## config.mk

```make
export PLATFORM = sky130hd
export DESIGN_NAME = alu_issue_stage_flat
export DESIGN_NICKNAME = d
export VERILOG_FILES = /design/src/rtl/alu_issue_stage_if.sv /design/src/rtl/alu_issue_stage.sv /design/src/flat_wrapper.sv
export SDC_FILE = /design/constraint.sdc
export NUM_CORES = 1
export LEC_CHECK = 0
export BUFFER_PORTS_ARGS = -buffer_cell sky130_fd_sc_hd__buf_4
export CAP_MARGIN = 30
export CORE_ASPECT_RATIO = 1.4
export CORE_MARGIN = 10
export CORE_UTILIZATION = 25
export DETAILED_ROUTE_END_ITERATION = 8
export SYNTH_ARGS = -nofsm -noshare
export SYNTH_HDL_FRONTEND = slang
export SYNTH_SLANG_ARGS = --single-unit
```

## constraint.sdc

```tcl
create_clock -name clk -period 2.8 [get_ports clk]
set_input_delay 0.84 -clock clk [delete_from_list [all_inputs] [get_ports clk]]
set_output_delay 0.84 -clock clk [all_outputs]
set_load 0.03 [all_outputs]
```

## src/rtl/alu_issue_stage_if.sv

```systemverilog
// Bus for the ALU issue stage: the ID-side request (valid_in/ready_out plus the
// decoded fields and operands) and the EX-side response (valid_out/ready_in plus
// the registered operands, control code, flag and issue counter).
//
// Handshake: a transfer happens on a rising clk edge when valid and ready are
// both 1. A producer holding valid=1 keeps its payload unchanged until that
// transfer. The ready signal may depend combinationally on the receiver's
// state, but never on the valid signal of the same channel.
interface alu_issue_stage_if #(
  parameter int DATA_W = 32,
  parameter int CTRL_W = 4,
  parameter int CNT_W  = 32
);
  logic              flush;
  logic              valid_in;
  logic              ready_out;
  logic [6:0]        opcode;
  logic [2:0]        funct3;
  logic              funct7_b5;
  logic [DATA_W-1:0] rs1_data;
  logic [DATA_W-1:0] rs2_data;
  logic [DATA_W-1:0] imm;
  logic              valid_out;
  logic              ready_in;
  logic [DATA_W-1:0] alu_a;
  logic [DATA_W-1:0] alu_b;
  logic [CTRL_W-1:0] alu_ctrl;
  logic              illegal_out;
  logic [CNT_W-1:0]  ops_issued;

  // Environment view: drives the requests and the EX-side ready
  modport master (
    output flush, valid_in, opcode, funct3, funct7_b5, rs1_data, rs2_data, imm, ready_in,
    input  ready_out, valid_out, alu_a, alu_b, alu_ctrl, illegal_out, ops_issued
  );

  // Issue stage view
  modport slave (
    input  flush, valid_in, opcode, funct3, funct7_b5, rs1_data, rs2_data, imm, ready_in,
    output ready_out, valid_out, alu_a, alu_b, alu_ctrl, illegal_out, ops_issued
  );
endinterface

```

## src/rtl/alu_issue_stage.sv

```systemverilog
// ALU issue stage: decodes the RV32I opcode and funct fields into an ALU control
// code and operand pair, then holds them in a one-entry pipeline register between
// ID and EX. The register supports backpressure and flush.
// Optional feature macro: ALU_ILLEGAL_TRAP_EN. When it is defined, illegal_out is
// registered alongside each op. When it is undefined, illegal_out is tied to 0.
// In both builds an illegal op is still issued, with control code 1111.
module alu_issue_stage #(
  parameter int DATA_W = 32,
  parameter int CTRL_W = 4,
  parameter int CNT_W  = 32
) (
  input logic            clk,
  input logic            reset,
  alu_issue_stage_if.slave bus
);

  localparam logic [6:0] OP_R      = 7'b0110011;
  localparam logic [6:0] OP_I      = 7'b0010011;
  localparam logic [6:0] OP_LOAD   = 7'b0000011;
  localparam logic [6:0] OP_STORE  = 7'b0100011;
  localparam logic [6:0] OP_BRANCH = 7'b1100011;

  localparam logic [CTRL_W-1:0] C_AND = CTRL_W'(4'b0000);
  localparam logic [CTRL_W-1:0] C_OR  = CTRL_W'(4'b0001);
  localparam logic [CTRL_W-1:0] C_ADD = CTRL_W'(4'b0010);
  localparam logic [CTRL_W-1:0] C_SLL = CTRL_W'(4'b0011);
  localparam logic [CTRL_W-1:0] C_SUB = CTRL_W'(4'b0110);
  localparam logic [CTRL_W-1:0] C_SRL = CTRL_W'(4'b0111);
  localparam logic [CTRL_W-1:0] C_SRA = CTRL_W'(4'b1000);
  localparam logic [CTRL_W-1:0] C_ILL = CTRL_W'(4'b1111);

  logic [CTRL_W-1:0] w_ctrl;
  logic [DATA_W-1:0] w_b;
  logic [DATA_W-1:0] w_b_eff;
  logic              w_illegal;
  logic              w_shift;
  logic              w_load;
  logic              w_unload;

  logic              r_valid;
  logic [DATA_W-1:0] r_a;
  logic [DATA_W-1:0] r_b;
  logic [CTRL_W-1:0] r_ctrl;
  logic [CNT_W-1:0]  r_cnt;

  // The stage accepts a new op whenever it is empty or the held op leaves this cycle
  assign bus.ready_out = !r_valid || bus.ready_in;
  assign w_unload      = r_valid && bus.ready_in;
  assign w_load        = bus.valid_in && bus.ready_out && !bus.flush;

  // Decode the opcode and funct fields into a control code and the b operand
  always_comb begin
    w_ctrl    = C_ILL;
    w_b       = bus.rs2_data;
    w_illegal = 1'b1;
    w_shift   = 1'b0;
    case (bus.opcode)
      OP_R: begin
        case (bus.funct3)
          3'b000: begin w_ctrl = bus.funct7_b5 ? C_SUB : C_ADD; w_illegal = 1'b0; end
          3'b111: begin w_ctrl = C_AND; w_illegal = 1'b0; end
          3'b110: begin w_ctrl = C_OR;  w_illegal = 1'b0; end
          3'b001: begin
            if (!bus.funct7_b5) begin
              w_ctrl = C_SLL; w_illegal = 1'b0; w_shift = 1'b1;
            end
          end
          3'b101: begin
            w_ctrl = bus.funct7_b5 ? C_SRA : C_SRL; w_illegal = 1'b0; w_shift = 1'b1;
          end
          default: ;
        endcase
      end
      OP_I: begin
        case (bus.funct3)
          3'b000: begin w_ctrl = C_ADD; w_b = bus.imm; w_illegal = 1'b0; end
          3'b111: begin w_ctrl = C_AND; w_b = bus.imm; w_illegal = 1'b0; end
          3'b110: begin w_ctrl = C_OR;  w_b = bus.imm; w_illegal = 1'b0; end
          3'b001: begin
            if (!bus.funct7_b5) begin
              w_ctrl = C_SLL; w_b = bus.imm; w_illegal = 1'b0; w_shift = 1'b1;
            end
          end
          3'b101: begin
            // imm[10] is instr[30], which selects arithmetic vs logical shift
            w_ctrl = bus.imm[10] ? C_SRA : C_SRL; w_b = bus.imm;
            w_illegal = 1'b0; w_shift = 1'b1;
          end
          default: ;
        endcase
      end
      OP_LOAD, OP_STORE: begin w_ctrl = C_ADD; w_b = bus.imm; w_illegal = 1'b0; end
      OP_BRANCH:         begin w_ctrl = C_SUB; w_illegal = 1'b0; end
      default: ;
    endcase
  end

  // For shifts, keep only the 5-bit shamt so a full-width shift in EX matches RV32 semantics
  always_comb begin
    w_b_eff = w_b;
    if (w_shift) w_b_eff[DATA_W-1:5] = '0;
  end

  // Pipeline register: flush drops the entry, a load replaces it, an unload empties it
  always_ff @(posedge clk) begin
    if (reset) begin
      r_valid <= 1'b0;
      r_a     <= '0;
      r_b     <= '0;
      r_ctrl  <= C_ILL;
    end else if (bus.flush) begin
      r_valid <= 1'b0;
    end else if (w_load) begin
      r_valid <= 1'b1;
      r_a     <= bus.rs1_data;
      r_b     <= w_b_eff;
      r_ctrl  <= w_ctrl;
    end else if (w_unload) begin
      r_valid <= 1'b0;
    end
  end

  // Count completed output handshakes; the counter wraps naturally and ignores flush
  always_ff @(posedge clk) begin
    if (reset) r_cnt <= '0;
    else if (w_unload) r_cnt <= r_cnt + 1'b1;
  end

`ifdef ALU_ILLEGAL_TRAP_EN
  logic r_illegal;

  // The illegal flag travels with its op so that EX can trap on it
  always_ff @(posedge clk) begin
    if (reset) r_illegal <= 1'b0;
    else if (!bus.flush && w_load) r_illegal <= w_illegal;
  end

  assign bus.illegal_out = r_illegal;
`else
  logic w_unused_illegal;
  assign w_unused_illegal = w_illegal;
  assign bus.illegal_out  = 1'b0;
`endif

  assign bus.valid_out  = r_valid;
  assign bus.alu_a      = r_a;
  assign bus.alu_b      = r_b;
  assign bus.alu_ctrl   = r_ctrl;
  assign bus.ops_issued = r_cnt;

endmodule

```

## src/flat_wrapper.sv

```systemverilog
// flat-port wrapper written by rule: the top's interface ports become plain ports
module alu_issue_stage_flat 
#(
  parameter int DATA_W = 32,
  parameter int CTRL_W = 4,
  parameter int CNT_W  = 32
)
  (clk, reset, bus_flush, bus_valid_in, bus_opcode, bus_funct3, bus_funct7_b5, bus_rs1_data, bus_rs2_data, bus_imm, bus_ready_in, bus_ready_out, bus_valid_out, bus_alu_a, bus_alu_b, bus_alu_ctrl, bus_illegal_out, bus_ops_issued);
  alu_issue_stage_if #(.DATA_W(DATA_W), .CTRL_W(CTRL_W), .CNT_W(CNT_W)) bus_i ();
  input logic clk;
  input logic reset;
  input wire logic [$bits(bus_i.flush)-1:0] bus_flush;
  input wire logic [$bits(bus_i.valid_in)-1:0] bus_valid_in;
  input wire logic [$bits(bus_i.opcode)-1:0] bus_opcode;
  input wire logic [$bits(bus_i.funct3)-1:0] bus_funct3;
  input wire logic [$bits(bus_i.funct7_b5)-1:0] bus_funct7_b5;
  input wire logic [$bits(bus_i.rs1_data)-1:0] bus_rs1_data;
  input wire logic [$bits(bus_i.rs2_data)-1:0] bus_rs2_data;
  input wire logic [$bits(bus_i.imm)-1:0] bus_imm;
  input wire logic [$bits(bus_i.ready_in)-1:0] bus_ready_in;
  output wire logic [$bits(bus_i.ready_out)-1:0] bus_ready_out;
  output wire logic [$bits(bus_i.valid_out)-1:0] bus_valid_out;
  output wire logic [$bits(bus_i.alu_a)-1:0] bus_alu_a;
  output wire logic [$bits(bus_i.alu_b)-1:0] bus_alu_b;
  output wire logic [$bits(bus_i.alu_ctrl)-1:0] bus_alu_ctrl;
  output wire logic [$bits(bus_i.illegal_out)-1:0] bus_illegal_out;
  output wire logic [$bits(bus_i.ops_issued)-1:0] bus_ops_issued;
  assign bus_i.flush = bus_flush;
  assign bus_i.valid_in = bus_valid_in;
  assign bus_i.opcode = bus_opcode;
  assign bus_i.funct3 = bus_funct3;
  assign bus_i.funct7_b5 = bus_funct7_b5;
  assign bus_i.rs1_data = bus_rs1_data;
  assign bus_i.rs2_data = bus_rs2_data;
  assign bus_i.imm = bus_imm;
  assign bus_i.ready_in = bus_ready_in;
  assign bus_ready_out = bus_i.ready_out;
  assign bus_valid_out = bus_i.valid_out;
  assign bus_alu_a = bus_i.alu_a;
  assign bus_alu_b = bus_i.alu_b;
  assign bus_alu_ctrl = bus_i.alu_ctrl;
  assign bus_illegal_out = bus_i.illegal_out;
  assign bus_ops_issued = bus_i.ops_issued;
  alu_issue_stage #(.DATA_W(DATA_W), .CTRL_W(CTRL_W), .CNT_W(CNT_W)) u_core (.clk(clk), .reset(reset), .bus(bus_i));
endmodule
```

==> impl_results.md, run 1 <==
* Status: completed
* Area share of the largest cell type after synthesis at 0.436
* Sink Count at between 100 and 150
* Core footprint at 0.0181 mm²
* FFs w/ async S/R, synth at 0
* Internal power at about 2500 µW
* Pre-CTS setup slack at about 0.34 ns
* Area grow syn2layout at 48.4%
* Gate power share at 0.149
* Syn_area_per_cell at ~8.2 µm²
* Final worst path period share at 0.806
* Max-Cap Viols at 0
* CP Launch Type: primary input
* Post-synth EDFFs at 0
* Min-Delay Endpoint: u_core.bus.alu_a[25]
* Slew HR at 0.580
* Worst clock skew at 0.00726 ns
* CTS Buf Count at 9
* Critical path's largest stage delay at around 0.18 ns
* Clock buffer depth at 2
* Routed vias/inst at 4.88
* Post-layout power at around 3400 µW
* CTS H-tree depth at 3
* Static leakage at between 0.002 and 0.003 µW
* Setup TNS at 0 ns
* Site Rows at 58
* Critical path peak fanout at 6
* First-pass GRT wire length at around 26000 µm
* Fin. max-slew vios at 0
* Count leader, synth: nand2_1
* Final Hold Fails at 0
* Remaining DRCs at 0
* RSZ-0062 raised after global routing: no
* Post-detailed-route count of antenna-violating nets at 0
* Period minus WS final at about 2.3 ns
* Wire per inst at 16.6 µm
* Crit path depth at 4
* Cells after Synth at 568
* Vias in the first global route at 4735
* Top FF cell, synth: dfxtp_1
* Cell mode on critical path: buf_4
* Post-Syn Area at around 0.0046 mm²
* Capturing point of the worst reg2reg path: u_core.bus.ops_issued[31]
* First-pass DRT Iterations at 4
* Starting Density at 0.256
* Hold path depth at 2
* Yosys top cell by area: dfxtp_1
* Worst reg2reg setup slack at ~0.82 ns
* Initial antenna violation count at 0
* R2r startpoint: u_core.bus.ops_issued[3]
* Filler Cell Count at around 1900
* Hold Slack at ~0.45 ns
* Routability-driven placement congestion ratio at slightly above 0.8
* Root Driver: clkbuf_16
* Worst-Skew Late Latency at roughly 0.35 ns
* Die Area at between 0.02 and 0.025 mm²
* Synth top area cells: dfxtp_1, nand2_1, a21oi_1
* Largest net degree at the start of global routing at between 70 and 80
* Ys Warns at 0
* Reg clk slew, reported paths at approximately 0.07 ns
* VDD IR-drop max at about 0.00023 V
* Syn_nets at 681
* Switching share of power at 0.265
* CP top delay family: buffers and inverters
* Switching pwr at between 900 and 1000 µW
* CP cell instances: buf_4 -> nor2b_1 -> inv_1 -> buf_4
* Tot GR Track Use at 0.130
* Initial detailed-routing violation count at around 340
* Worst hold path startpoint: u_core.bus.alu_a[25]
* Register-to-Register Path Depth at 4
* Drt total wl at between 15000 and 20000 µm
* IO buf count at 213
* Cts repair resizes at 0
* Worst-Margin Slew at around 0.63 ns
* Library cells used by synthesis at 48
* Post-CTS setup buffer count at 0
* Seq/Total Area, Yosys at 0.436
* Buffer and inverter count on the worst path at 3
* Nature of the critical path endpoint: output port
* PwrDens at between 400 and 500 mW/mm²
* IO Count at 215
* Clock Power Share at 0.408
* Nets at around 870
* ANT cells at 0
* CP max stage cell: buf_4
* Overflow after GRT at 0
* Most instantiated cells after synthesis: nand2_1, dfxtp_1, a21oi_1
* Via count at 4882
* Crit path kind: primary input to output port
* Hold Crit Class: register to register
* Dpl hpwl at roughly 12000 µm
* Highest clock rate at 443 MHz
* Setup Viol. Count Final at 0
* Critical Path RT at 1.96 ns
* Post-synthesis sequential element count at 101
* CTS tree: built
* DIE HEIGHT at 181 µm
* CTS Hold Bufs at 0
* Worst Path Arrival at 1.42 ns
* Sequential power share at 0.443
* Die width at about 140 µm
* Worst setup margin at about 0.54 ns
* Share of layout cells above drive strength 1 at 0.337
## logic make-up (layout without fill, tap and decap cells)
| logic type | Yosys count | in the layout | synth area share |
|---|---|---|---|
| other | 1 | 1 | 0.000808 |
| buffers and inverters | 60 | 252 | 0.0531 |
| AND/OR/NAND/NOR | 234 | 234 | 0.251 |
| multiplexers | 2 | 2 | 0.00458 |
| XOR/XNOR | 9 | 9 | 0.0170 |
| AO/OA/AOI/OAI | 160 | 160 | 0.235 |
| adder cells (fa/ha/maj) | 1 | 1 | 0.00270 |
| flip-flops | 101 | 101 | 0.436 |
## layer usage
layer,wire [µm],global-route usage,share of wire
met1,6900,0.147,0.42
met2,7690,0.208,0.46
met3,1770,0.0650,0.11
met4,235,0.0406,0.014
met5,0,0,0
## state kept, by name (all words and copies together), names as in the netlist
name,cells
u_core.bus.alu_a,32
u_core.bus.alu_b,32
u_core.bus.alu_ctrl,4
u_core.bus.ops_issued,32
u_core.bus.valid_out,1
## worst min-delay path, stage by stage, from the launching register on
cell	delay, ns
dfxtp_1	0.31
nand2_1	0.05
a21oi_1	0.05
## placed cells by master (no fill, tap or decap), drive strengths merged, types with 9 or more instances in the layout
master and count:
buf 227, nand2 104, dfxtp 101, a21oi 58, nand3 39, o2111ai 30
o211ai 27, nor2 20, o31ai 19, or4 19, inv 10, clkbuf 10
nand4 9
## worst max-delay path by stage
stage                  start  slack (ns)                        end
2_1_floorplan  bus_funct3[1]        0.43       u_core.bus.alu_b[23]
3_3_place_gp    bus_ready_in        0.35  u_core.bus.ops_issued[31]
3_5_place_dp    bus_ready_in        0.34  u_core.bus.ops_issued[31]
4_1_cts         bus_ready_in        0.54              bus_ready_out
5_1_grt         bus_ready_in        0.53              bus_ready_out
6_report        bus_ready_in        0.54              bus_ready_out
## power groups by stage
| stage | Sequential (µW) | Clock [µW] | Combinational, µW |
|---|---|---|---|
| floorplan | 1640 | 0 | 145 |
| CTS | 1510 | 1440 | 513 |
| global placement | 1540 | 0 | 512 |
| detailed placement | 1540 | 0 | 513 |
| finish | 1510 | 1390 | 506 |
| global route | 1520 | 1490 | 547 |
## area by class of cell
| cell class | instances | area, µm² | area share |
|---|---|---|---|
| inverter | 9 | 33.8 | 0.00491 |
| tap | 240 | 300 | 0.0436 |
| sequential | 101 | 2020 | 0.294 |
| clock inverter | 6 | 96.3 | 0.0140 |
| timing repair buffer | 227 | 1780 | 0.258 |
| clock buffer | 10 | 229 | 0.0333 |
| multi-input combinational | 407 | 2420 | 0.352 |
## metrics by stage
step                utilization  cell area (µm²)  cells
CTS                       0.379             6880   1000
detailed placement        0.361             6560    984
floorplan                     -             4640    568
global route              0.379             6880   1000
finish                    0.379             6880   1000
global placement          0.361             6560    984
(Power assumes the default switching activity.)
==> inputs of run 2 (changes only) <==
==> constraint.sdc (replaced) <==
create_clock -name clk -period 2.2 [get_ports clk]
set_input_delay 0.66 -clock clk [delete_from_list [all_inputs] [get_ports clk]]
set_output_delay 0.66 -clock clk [all_outputs]
set_load 0.03 [all_outputs]
==> run 2 against run 1 <==
- routed wire length rose by 0.72%
- critical endpoint unchanged
- non-clock buffer count rose by 18
- cell area rose by 1.7%
- first-iteration DRC count fell by 5.8%
- count of clock-buffer cells in the layout fell by 1
- largest power group unchanged
==> impl_results.md, run 2 (synthesis gave the netlist of run 1 again) <==
* Status: completed (unchanged)
* Critical path's largest stage delay at 0.18 ns (about the same)
* Placed inst area at 0.00672 mm² (was 0.00656 mm²)
* Reg clk slew, reported paths at 0.06 ns (was 0.07 ns)
* ANT cells at 0 (unchanged)
* CP Launch Type: primary input (unchanged)
* Crit path kind: primary input to output port (unchanged)
* Setup TNS at 0 ns (unchanged)
* Commonest cells after routing, fill and taps aside: buf_4, nand2_1, dfxtp_1 (unchanged)
* Nets at 886 (was 868)
* Drt total wl at 16700 µm (was 16600 µm)
* Fin. max-slew vios at 0 (unchanged)
* Site Rows at 58 (unchanged)
* Sink Count at 101 (unchanged)
* Post-CTS setup buffer count at 0 (unchanged)
* Worst-Skew Late Latency at 0.34 ns (was 0.35 ns)
* IO buf count at 213 (unchanged)
* Storage cell area at 0.00202 mm² (unchanged)
* Cell mode on critical path: buf_4 (unchanged)
* Fin util at 0.386 (was 0.379)
* Cts repair resizes at 0 (unchanged)
* Root Driver: clkbuf_16 (unchanged)
* Area grow syn2layout at 50.9% (was 48.4%)
* Vias in the first global route at 4871 (was 4735)
* Die width at 135 µm (unchanged)
* Max-Cap Viols at 0 (unchanged)
* PwrDens at 588 mW/mm² (was 495 mW/mm²)
* Tot GR Track Use at 0.133 (was 0.130)
* Worst clock skew at 0.00628 ns (was 0.00726 ns)
* RSZ-0062 raised after global routing: no (unchanged)
* Cell Count, Final, Fillers Out at 1018 (was 1000)
* Commonest non-fill, non-tap cell in the layout: buf_4 (unchanged)
* DIE HEIGHT at 181 µm (unchanged)
* Nature of the critical path endpoint: output port (unchanged)
* CTS H-tree depth at 3 (unchanged)
* Starting Density at 0.256 (unchanged)
* Setup Viol. Count Final at 0 (unchanged)
* CTS Buf Count at 9 (unchanged)
* Placed insts at 1002 (was 984)
* Area of the multi-input gates at 0.00242 mm² (unchanged)
* Critical path peak fanout at 5 (was 6)
* Dpl hpwl at 12600 µm (was 12500 µm)
* Via count at 4944 (was 4882)
* Initial antenna violation count at 0 (unchanged)
* Die Area at 0.0245 mm² (unchanged)
* Filler Cell Count at 1929 (was 1890)
* Routed vias/inst at 4.86 (was 4.88)
* Slew HR at 0.657 (was 0.580)
* Initial detailed-routing violation count at 322 (was 342)
* Worst Path Arrival at 1.34 ns (was 1.42 ns)
* Highest clock rate at between 500 and 600 MHz
* Final worst path period share at 0.908
* Largest net degree at the start of global routing at 60 (was 73)
* Core footprint at 0.0181 mm² (unchanged)
* Period minus WS final at roughly 2.0 ns
* First-pass GRT wire length at 26600 µm (was 26000 µm)
* Overflow after GRT at 0 (unchanged)
* Remaining DRCs at 0 (unchanged)
* VDD IR-drop max at 0.000278 V (was 0.000234 V)
* CTS Hold Bufs at 0 (unchanged)
* Hold Slack at 0.455 ns (was 0.454 ns)
* Hold Crit Class: register to register (unchanged)
* Clock buffer depth at 2 (unchanged)
* CTS tree: built (unchanged)
* Worst-Margin Slew at 0.510 ns (was 0.629 ns)
* Post-route cell area at 0.00700 mm² (was 0.00688 mm²)
* Critical Path RT at 1.54 ns (was 1.96 ns)
* Post-detailed-route count of antenna-violating nets at 0 (unchanged)
* First-pass DRT Iterations at 5 (was 4)
* Final Hold Fails at 0 (unchanged)
* Routability-driven placement congestion ratio at 0.789 (was 0.805)
* Worst reg2reg setup slack at 0.31 ns (was 0.82 ns)
* IO Count at 215 (unchanged)
* CP max stage cell: buf_4 (unchanged)
* Share of layout cells above drive strength 1 at 0.353 (was 0.337)
* CP cell instances: buf_4 -> buf_4 -> nor2b_1 -> inv_1 -> buf_4 (was buf_4 -> nor2b_1 -> inv_1 -> buf_4)
* Static leakage at 0.00274 µW (was 0.00266 µW)
* Wire per inst at 16.4 µm (was 16.6 µm)
-- run 2: through the flow --
stage	total power [µW]	worst slack, ns
2_1_floorplan	2270	0.0117
3_3_place_gp	2630	-0.00347
3_5_place_dp	2640	-0.00917
4_1_cts	4200	0.174
5_1_grt	4320	0.0706
6_report	4120	0.203
-- run 2: layout make-up --
cell class	count	share of cell area
Clock buffer	9	0.0322
Clock inverter	7	0.00822
Inverter	9	0.00483
Multi-Input combinational cell	407	0.346
Sequential cell	101	0.289
Tap cell	240	0.0429
Timing Repair Buffer	245	0.277
-- run 2: where the power goes --
group	internal (µW)	total [µW]	leakage [µW]	switching, µW
clock network	782	1530	0.000134	751
logic	302	664	0.00178	362
registers	1890	1920	0.000822	32.7
-- run 2: final timing paths --
kind,from,end,depth (start not counted)
max,bus_ready_in,bus_ready_out,5
min,u_core.bus.alu_a[21],u_core.bus.alu_a[21],2
max reg2reg,u_core.bus.ops_issued[6],u_core.bus.ops_issued[31],4
min reg2reg,u_core.bus.alu_a[21],u_core.bus.alu_a[21],2
-- run 2: critical path: cells and delay by family --
kind | cells | cell delay (ns)
buffers and inverters | 4 | 0.54
AND/OR/NAND/NOR | 1 | 0.14
-- run 2: routing by layer --
metal	GRT usage	vias to the layer above	share of wire
li1	-	2503	-
met1	0.154	2254	0.42
met2	0.211	173	0.47
met3	0.0611	14	0.097
met4	0.0397	0	0.014
met5	0	-	0
==> inputs of run 3 (changes only) <==
--- a/config.mk
+++ b/config.mk
@@ -5,6 +5,7 @@
 export SDC_FILE = /design/constraint.sdc
 export NUM_CORES = 1
 export LEC_CHECK = 0
+export ABC_AREA = 1
 export BUFFER_PORTS_ARGS = -buffer_cell sky130_fd_sc_hd__buf_4
 export CAP_MARGIN = 30
 export CORE_ASPECT_RATIO = 1.4
@@ -14,3 +15,4 @@
 export SYNTH_ARGS = -nofsm -noshare
 export SYNTH_HDL_FRONTEND = slang
 export SYNTH_SLANG_ARGS = --single-unit
+export TNS_END_PERCENT = 100
==> run 3 against run 2 <==
- sequential power about the same
- count of clock-buffer cells in the layout increased by 1
- area after synthesis increased by 8.4%
- total power increased by 5.4%
- clock skew increased by 0.0061 ns
- sequential share of layout area decreased by 0.71 points
- clock power increased by 9%
- global-route usage increased by 0.15 points
- fmax increased by 3.7%
- synthesized cell count increased by 32%
==> impl_results.md, run 3 <==
* Critical path peak fanout at 2 (was 5)
* Remaining DRCs at 0 (unchanged)
* Sink Count at 101 (unchanged)
* Post-CTS setup buffer count at 0 (unchanged)
* Setup Viol. Count Final at 0 (unchanged)
* CTS Buf Count at 9 (unchanged)
* ANT cells at 0 (unchanged)
* DIE HEIGHT at 188 µm (was 181 µm)
* R2r startpoint: u_core.bus.ops_issued[0] (was u_core.bus.ops_issued[6])
* Hold Crit Class: register to register (unchanged)
* Nets at 1062 (was 886)
* Synth top area cells: dfxtp_1, nand2_1, nor2_1 (was dfxtp_1, nand2_1, a21oi_1)
* Crit path kind: primary input to output port (unchanged)
* Worst reg2reg setup slack at 0.50 ns (was 0.31 ns)
* IO Count at 215 (unchanged)
* Static leakage at 0.00318 µW (was 0.00274 µW)
* RSZ-0062 raised after global routing: no (unchanged)
* Cts repair resizes at 0 (unchanged)
* FFs w/ async S/R, synth at 0 (unchanged)
* Core footprint at 0.0198 mm² (was 0.0181 mm²)
* CTS H-tree depth at 3 (unchanged)
* Max-Cap Viols at 0 (unchanged)
* Count leader, synth: nand2_1 (unchanged)
* Post-detailed-route count of antenna-violating nets at 0 (unchanged)
* Library cells used by synthesis at 36 (was 48)
* Die width at 140 µm (was 135 µm)
* Root Driver: clkbuf_16 (unchanged)
* Worst Setup SP: bus_ready_in (unchanged)
* Routed vias/inst at 4.50 (was 4.86)
* Cells after Synth at 748 (was 568)
* Site Rows at 61 (was 58)
* Register-to-Register Path Depth at 8 (was 4)
* Worst hold path startpoint: u_core.bus.alu_b[18] (was u_core.bus.alu_a[21])
* Largest net degree at the start of global routing at 58 (was 60)
* Syn_nets at 861 (was 681)
* Starting Density at 0.253 (was 0.256)
* Final Hold Fails at 0 (unchanged)
* Commonest cells after routing, fill and taps aside: buf_4, nand2_1, nor2_1 (was buf_4, nand2_1, dfxtp_1)
* Overflow after GRT at 0 (unchanged)
* IO buf count at 213 (unchanged)
* Drt total wl at 18200 µm (was 16700 µm)
* CP Launch Type: primary input (unchanged)
* Reg clk slew, reported paths at 0.07 ns (was 0.06 ns)
* Via count at 5424 (was 4944)
* Die Area at 0.0263 mm² (was 0.0245 mm²)
* Clock buffer depth at 2 (unchanged)
* Initial antenna violation count at 0 (unchanged)
* Post-synthesis sequential element count at 101 (unchanged)
* Critical Path RT at 1.54 ns (about the same)
* First-pass DRT Iterations at 4 (was 5)
* Fin. max-slew vios at 0 (unchanged)
* Ys Warns at 0 (unchanged)
* Final worst path period share at 0.875 (was 0.908)
* VDD IR-drop max at 0.000320 V (was 0.000278 V)
* Syn_area_per_cell at 6.72 µm² (was 8.17 µm²)
* CTS Hold Bufs at 0 (unchanged)
* Status: completed (unchanged)
* Routability-driven placement congestion ratio at 0.825 (was 0.789)
* Post-layout power at 4340 µW (was 4120 µW)
* Period minus WS final at 1.92 ns (was 2.00 ns)
* Area share of the largest cell type after synthesis at 0.402 (was 0.436)
* Worst-Skew Late Latency at 0.35 ns (was 0.34 ns)
* Yosys top cell by area: dfxtp_1 (unchanged)
* Hold path depth at 2 (unchanged)
* Initial detailed-routing violation count at 239 (was 322)
* Post-Syn Area at 0.00503 mm² (was 0.00464 mm²)
* Dpl hpwl at 14200 µm (was 12600 µm)
* PwrDens at 605 mW/mm² (was 588 mW/mm²)
* Capturing point of the worst reg2reg path: u_core.bus.ops_issued[22] (was u_core.bus.ops_issued[31])
* First-pass GRT wire length at 29000 µm (was 26600 µm)
* Worst clock skew at 0.0123 ns (was 0.00628 ns)
* Commonest non-fill, non-tap cell in the layout: buf_4 (unchanged)
* Seq/Total Area, Yosys at 0.402 (was 0.436)
* Worst Path Arrival at 1.26 ns (was 1.34 ns)
* Setup TNS at 0 ns (unchanged)
* Top FF cell, synth: dfxtp_1 (unchanged)
* Tot GR Track Use at 0.134 (was 0.133)
* CTS tree: built (unchanged)
* Min-Delay Endpoint: u_core.bus.alu_b[18] (was u_core.bus.alu_a[21])
* Post-synth EDFFs at 0 (unchanged)
* Wire per inst at 15.1 µm (was 16.4 µm)
* Area grow syn2layout at 42.7% (was 50.9%)
* Nature of the critical path endpoint: output port (unchanged)
* Share of layout cells above drive strength 1 at 0.295 (was 0.353)
* Vias in the first global route at 5496 (was 4871)
* Most instantiated cells after synthesis: nand2_1, nor2_1, dfxtp_1 (was nand2_1, dfxtp_1, a21oi_1)
* Highest clock rate at 520 MHz (was 501 MHz)
## run 3: cell types whose count changed in the layout (fill, tap and decap cells not counted), moves of 7 or more
cell       delta
nand2_1      +96
o211ai_1     -27
nor2b_1       -7
o2111ai_1    -29
a21oi_1      -15
buf_4        -16
o31ai_1      -19
nand2_2       +7
inv_1        +29
o21ai_0      +47
nand3_1      +38
nor2_1      +109
or4_1        -18
## run 3: layer usage
metal,track usage,share of wire,vias up
met5,0,0,-
li1,-,-,2831
met1,0.141,0.39,2402
met3,0.0516,0.085,28
met2,0.232,0.50,163
met4,0.0565,0.028,0
## run 3: logic make-up (layout without fill, tap and decap cells)
kind of cell | count (synthesis) | after routing | synth area share
AOI/OAI and AO/OA | 111 | 111 | 0.119
xor gates and xnor gates | 3 | 3 | 0.00523
adders and majority gates | 1 | 1 | 0.00249
buffers and inverters | 77 | 283 | 0.0687
DFF | 101 | 101 | 0.402
other | 1 | 1 | 0.000746
and+or+nand+nor | 454 | 454 | 0.401
## run 3: metrics by stage
step / instance area [µm²] / hold slack (ns) / utilization / worst slack (ns) / instances
after floorplan: 5030 / 0.591 / - / 0.468 / 748
after global placement: 6870 / 0.453 / 0.346 / 0.162 / 1190
after global routing: 7180 / 0.487 / 0.362 / 0.217 / 1206
after detailed placement: 6870 / 0.456 / 0.346 / 0.132 / 1190
final: 7180 / 0.466 / 0.362 / 0.275 / 1206
after CTS: 7180 / 0.469 / 0.362 / 0.278 / 1206
## run 3: how the worst max path moves through the flow
stage | end | slack, ns
floorplan | u_core.bus.alu_b[15] | 0.47
global placement | u_core.bus.alu_b[1] | 0.16
detailed placement | u_core.bus.alu_b[0] | 0.13
CTS | bus_ready_out | 0.28
global route | bus_ready_out | 0.22
finish | bus_ready_out | 0.28
## run 3: final cells by class
type	instances	area, µm²
fill	2164	12700
multi-input combinational	570	2670
sequential	101	2020
timing repair buffer	223	1700
tap	252	315
clock buffer	10	239
inverter	44	165
clock inverter	6	68.8
## run 3: critical path: stages
cell,delay (ns)
buf_4,0.12
nor2_1,0.21
inv_1,0.10
buf_4,0.18
## run 3: power by group
| group | total (µW) | switching [µW] | internal, µW |
|---|---|---|---|
| Combinational | 724 | 419 | 305 |
| Clock | 1670 | 751 | 923 |
| Sequential | 1940 | 40.0 | 1900 |
